==> config.mk <==
export PLATFORM = sky130hd
export DESIGN_NAME = core_ctrl
export DESIGN_NICKNAME = d
export VERILOG_FILES = /design/src/rtl/core_ctrl.sv
export SDC_FILE = /design/constraint.sdc
export NUM_CORES = 1
export LEC_CHECK = 0
export CAP_MARGIN = 20
export CORE_UTILIZATION = 35
export CTS_CLUSTER_SIZE = 12
export DETAILED_ROUTE_END_ITERATION = 10
export SYNTH_ARGS = -nofsm -noshare
export SYNTH_HDL_FRONTEND = slang
export SYNTH_SLANG_ARGS = --single-unit
==> constraint.sdc <==
create_clock -name clk -period 3.6 [get_ports clk]
set_input_delay 0.72 -clock clk [delete_from_list [all_inputs] [get_ports clk]]
set_output_delay 0.72 -clock clk [all_outputs]
set_load 0.01 [all_outputs]
==> src/rtl/core_ctrl.sv <==
// core_ctrl: one start pulse sequences weight load, execute, activation stream and psum drain for every kernel position.
// Defining CORE_CTRL_PERF_EN adds the perf_cycles / perf_stall counters.
module core_ctrl #(
    parameter int col   = 8,
    parameter int KIJ   = 9,
    parameter int NPIX  = 36,
    parameter int W_AW  = 7,
    parameter int X_AW  = 10,
    parameter int P_AW  = 13,
    parameter int FLUSH = 8
) (
    input  logic            clk,
    input  logic            reset,
    input  logic            start,
    output logic            busy,
    output logic            done,
    output logic [3:0]      kij,
    output logic            w_cen,
    output logic            w_wen,
    output logic [W_AW-1:0] w_addr,
    output logic            x_cen,
    output logic            x_wen,
    output logic [X_AW-1:0] x_addr,
    output logic            psum_cen,
    output logic            psum_wen,
    output logic [P_AW-1:0] psum_addr,
    output logic            l0_wr,
    output logic            l0_rd,
    output logic [1:0]      inst_w,
    input  logic            l0_full,
    input  logic            l0_ready,
    output logic            ofifo_rd,
    input  logic            ofifo_valid
`ifdef CORE_CTRL_PERF_EN
    ,
    output logic [31:0]     perf_cycles,
    output logic [31:0]     perf_stall
`endif
);

    localparam int CW = 16;
    localparam logic [CW-1:0] COL_N    = CW'(col);
    localparam logic [CW-1:0] NPIX_N   = CW'(NPIX);
    localparam logic [CW-1:0] FLUSH_N  = CW'(FLUSH);
    localparam logic [3:0]    KIJ_LAST = 4'(KIJ - 1);

    typedef enum logic [2:0] {
        S_IDLE, S_WLOAD, S_WEXEC, S_FLUSH, S_XSTREAM, S_DRAIN, S_DONE
    } state_t;

    state_t        state_r;
    logic [CW-1:0] iss_r, wr_r, pop_r, flush_r, psum_r;
    logic          can_issue_s, drain_s, last_psum_s;

    assign w_wen = 1'b1;
    assign x_wen = 1'b1;

    // A read issued this cycle is still in flight, so the next one waits a cycle: one word per two cycles.
    assign can_issue_s = w_cen & x_cen & ~l0_full;
    assign drain_s     = ((state_r == S_XSTREAM) || (state_r == S_DRAIN)) && ofifo_valid && (psum_r < NPIX_N);
    assign last_psum_s = drain_s && (psum_r == NPIX_N - 16'd1);

    // Sequencer FSM; every strobe and address is registered.
    always_ff @(posedge clk) begin
        if (reset) begin
            state_r   <= S_IDLE;
            busy      <= 1'b0;
            done      <= 1'b0;
            kij       <= 4'd0;
            w_cen     <= 1'b1;
            w_addr    <= '0;
            x_cen     <= 1'b1;
            x_addr    <= '0;
            psum_cen  <= 1'b1;
            psum_wen  <= 1'b1;
            psum_addr <= '0;
            l0_wr     <= 1'b0;
            l0_rd     <= 1'b0;
            inst_w    <= 2'b00;
            ofifo_rd  <= 1'b0;
            iss_r     <= 16'd0;
            wr_r      <= 16'd0;
            pop_r     <= 16'd0;
            flush_r   <= 16'd0;
            psum_r    <= 16'd0;
        end else begin
            w_cen    <= 1'b1;
            x_cen    <= 1'b1;
            psum_cen <= 1'b1;
            psum_wen <= 1'b1;
            l0_rd    <= 1'b0;
            inst_w   <= 2'b00;
            ofifo_rd <= 1'b0;
            done     <= 1'b0;
            // SRAM data lands one cycle after the read, so the L0 write follows every issue.
            l0_wr    <= ~(w_cen & x_cen);
            if (drain_s) begin
                ofifo_rd  <= 1'b1;
                psum_cen  <= 1'b0;
                psum_wen  <= 1'b0;
                psum_addr <= P_AW'(32'(kij) * 32'(NPIX) + 32'(psum_r));
                psum_r    <= psum_r + 16'd1;
            end
            case (state_r)
                S_IDLE: begin
                    if (start) begin
                        state_r <= S_WLOAD;
                        busy    <= 1'b1;
                        kij     <= 4'd0;
                        iss_r   <= 16'd0;
                        wr_r    <= 16'd0;
                        pop_r   <= 16'd0;
                        psum_r  <= 16'd0;
                    end
                end
                S_WLOAD: begin
                    if (can_issue_s && (iss_r < COL_N)) begin
                        w_cen  <= 1'b0;
                        w_addr <= W_AW'(32'(kij) * 32'(col) + 32'(iss_r));
                        iss_r  <= iss_r + 16'd1;
                    end
                    if (l0_wr) begin
                        if (wr_r == COL_N - 16'd1) begin
                            wr_r    <= 16'd0;
                            state_r <= S_WEXEC;
                        end else begin
                            wr_r <= wr_r + 16'd1;
                        end
                    end
                end
                S_WEXEC: begin
                    if (l0_ready) begin
                        l0_rd  <= 1'b1;
                        inst_w <= 2'b01;
                        if (pop_r == COL_N - 16'd1) begin
                            pop_r   <= 16'd0;
                            flush_r <= 16'd0;
                            state_r <= S_FLUSH;
                        end else begin
                            pop_r <= pop_r + 16'd1;
                        end
                    end
                end
                S_FLUSH: begin
                    if (flush_r == FLUSH_N - 16'd1) begin
                        iss_r   <= 16'd0;
                        state_r <= S_XSTREAM;
                    end else begin
                        flush_r <= flush_r + 16'd1;
                    end
                end
                S_XSTREAM: begin
                    if (can_issue_s && (iss_r < NPIX_N)) begin
                        x_cen  <= 1'b0;
                        x_addr <= X_AW'(iss_r);
                        iss_r  <= iss_r + 16'd1;
                    end
                    if (l0_ready) begin
                        l0_rd  <= 1'b1;
                        inst_w <= 2'b10;
                        if (pop_r == NPIX_N - 16'd1) begin
                            pop_r   <= 16'd0;
                            state_r <= S_DRAIN;
                        end else begin
                            pop_r <= pop_r + 16'd1;
                        end
                    end
                end
                S_DRAIN: begin
                    if (last_psum_s || (psum_r == NPIX_N)) begin
                        psum_r <= 16'd0;
                        if (kij == KIJ_LAST) begin
                            done    <= 1'b1;
                            state_r <= S_DONE;
                        end else begin
                            kij     <= kij + 4'd1;
                            iss_r   <= 16'd0;
                            wr_r    <= 16'd0;
                            pop_r   <= 16'd0;
                            state_r <= S_WLOAD;
                        end
                    end
                end
                S_DONE: begin
                    busy    <= 1'b0;
                    state_r <= S_IDLE;
                end
                default: state_r <= S_IDLE;
            endcase
        end
    end

`ifdef CORE_CTRL_PERF_EN
    // Run length and cycles where only a full L0 holds back an activation read.
    always_ff @(posedge clk) begin
        if (reset) begin
            perf_cycles <= 32'd0;
            perf_stall  <= 32'd0;
        end else if ((state_r == S_IDLE) && start) begin
            perf_cycles <= 32'd0;
            perf_stall  <= 32'd0;
        end else begin
            if (busy) begin
                perf_cycles <= perf_cycles + 32'd1;
            end
            if ((state_r == S_XSTREAM) && w_cen && x_cen && l0_full && (iss_r < NPIX_N)) begin
                perf_stall <= perf_stall + 32'd1;
            end
        end
    end
`endif

endmodule

==> metrics.txt <==
mean post-synth cell area 8.84 sq um; Static Leak 0.00270 uW; Reg area 0.00254 sq mm; Core Area 0.0174 sq mm; Final Slew Violations 0; most frequent cells after synthesis dfxtp_1, nor2_1, nand2_1, a21oi_1; pin count of the biggest net entering global routing 42; synthesis-stage register bit count 127; GRT Residual Overflow 0; Worst-path clk slew 60 ps; GP Congestion 0.771; max incr delay on CP 740 ps; worst hold margin 464 ps; endpoints failing setup 0; post-layout minimum cycle time 2690 ps; Synth Flop Type dfxtp_1; worst hold path class reg2reg; Routed wire per std cell 14.8 um; TritonCTS clock tree yes; Vias per Instance 5.24; number of global-route vias before repair 4,923; Crit path required time 3950 ps; Worst Skew 6.81 ps; H-tree depth 4; Setup Fix Bufs, Post-CTS 0; CP Cell Sequence nor3b_1 -> maj3_1 -> o22ai_1 -> nand3_2 -> or4_1 -> a21boi_1; antenna violations before repair 0; EDFF count, synth 0; maximum vdd drop 0.000372 V; Die Y 136 um; CP arrival 3040 ps; largest cells by area after synthesis dfxtp_1, nor2_1, ha_1; multi-input logic area 0.00348 sq mm; Yosys cell types 76; Synth top area share 0.406; residual DRC count 0; Slew headroom 0.485; register area share after synthesis 0.406; Worst setup SP type register; Clk Latency, worst-skew pair 420 ps; CTS Buf Count 17; drt pass-1 iters 4; post-CTS resize count 0; # port buffers 50; GRT Total Usage 0.172; Cell Area, Synth 0.00626 sq mm; critical path endpoint category register; Setup crit start state_r[2]; Tot Pwr 3450 uW; Die ar. 0.0184 sq mm; layout cells sized above 1 0.0902; Hold Fails Final Rpt 0; Max Freq 0.372 GHz; startpoint of the worst-slack reg-to-reg timing path state_r[2]; Worst-Margin Slew 768 ps; Critical-path top delay cell dfxtp_1; Initial Util 0.360; Crit Path Class reg2reg; P per Cell Area 455 mW/mm^2; dpl cell area 0.00700 sq mm; Bufs on Longest Clock Path 2; share of flip-flops with an asynchronous set or reset 0; Detailed Route Iter0 Violations 258; CP delay by family, top simple AND/OR/NAND/NOR gates; num rows 48; IO Count 53; RSZ-0062 raised after global routing no; clock root cell clkbuf_16; Ys Warns 0; Core Util, Final 0.436; Area Overhead vs Synth 21.2%; Setup TNS Final 0 ps; first-pass GRT wire length 24.8 mm; diode count 0; Worst Path Buf+Inv 0; # hold bufs at CTS 0; Critical Path Fanout Max 18; top-count cell post-synth dfxtp_1; ANT nets after route 0; nets 793; Max Cap Viol 0; fillers 1,743; CTS Sinks 127; Die X 136 um; Vias 5,248; fin area 0.00759 sq mm; largest area contributor in the netlist dfxtp_1; Routed Wire Length 14.8 mm; Tcrit/Tclk final 0.747; DP HPWL 10.3 mm; post-synthesis cell count 709; HP Start x_addr[6]; status completed
==> power breakdown <==
group,switching [uW],internal [uW]
combinational,204,105
clock,633,1060
sequential,24.9,1430
==> stage by stage <==
step | worst slack (ps) | cells
final | 910 | 1001
after floorplan | 1360 | 710
after global placement | 563 | 969
after global routing | 695 | 1001
after CTS | 941 | 1001
after detailed placement | 508 | 969
==> area by class of cell <==
type,instances,share of cell area
Tap cell,225,0.0371
Clock buffer,20,0.0602
Sequential cell,127,0.335
Inverter,22,0.0109
Clock inverter,12,0.0176
Timing Repair Buffer,65,0.0801
Multi-Input combinational cell,530,0.459
==> worst register-to-register path, stage by stage (launching register included) <==
cell and delay [ps]:
dfxtp_1 740, nor3b_1 270, maj3_1 380, o22ai_1 170, nand3_2 330, or4_1 600, a21boi_1 140
==> logic make-up after synthesis <==
logic type                 share of synthesized area
muxes                                         0.0304
other                                       0.000599
buffers and inverters                         0.0385
DFF                                            0.406
and+or+nand+nor                                0.277
adders and majority gates                     0.0519
AOI/OAI and AO/OA                              0.137
xor gates and xnor gates                      0.0587
==> registers in the layout, indices dropped and copies added (netlist names), 2 cells and up <==
signal	count
iss_r	16
w_addr	7
x_addr	10
state_r	3
wr_r	16
psum_addr	13
kij	4
inst_w	2
psum_r	16
flush_r	16
pop_r	16
==> worst paths after layout <==
kind	cells past startpoint	slack [ps]	end
setup / recovery	6	910	iss_r[3]
hold reg to reg	1	460	x_addr[6]
hold / removal	1	460	x_addr[6]
setup reg to reg	6	910	iss_r[3]
==> layer usage <==
| layer | vias to the layer above | track usage | wire (um) |
|---|---|---|---|
| met5 | - | 0 | 0 |
| met4 | 0 | 0.0624 | 200 |
| met3 | 12 | 0.0441 | 502 |
| met2 | 84 | 0.266 | 6770 |
| met1 | 2485 | 0.229 | 7340 |
| li1 | 2667 | - | - |
==> layout by cell type (no fill, tap or decap), types with 5 or more instances in the layout <==
cell type and n:
dfxtp_1 127, nor2_1 92, clkdlybuf4s50_1 49, nand2_1 37, a21oi_1 34, xnor2_1 24, o21ai_0 24, nand3_1 23
nor3_1 23, ha_1 22, inv_1 21, and2_1 20, mux2i_1 19, xor2_1 18, clkbuf_16 17, nor4_1 16
and3_1 15, buf_4 15, or3_1 14, nand4_1 10, o21a_1 10, o2111ai_1 8, nor3b_1 7, or4_1 7
o211ai_1 6, or3b_1 6, nor4b_1 5, o31ai_1 5, and4_1 5
Power figures use the tool's default switching activity.
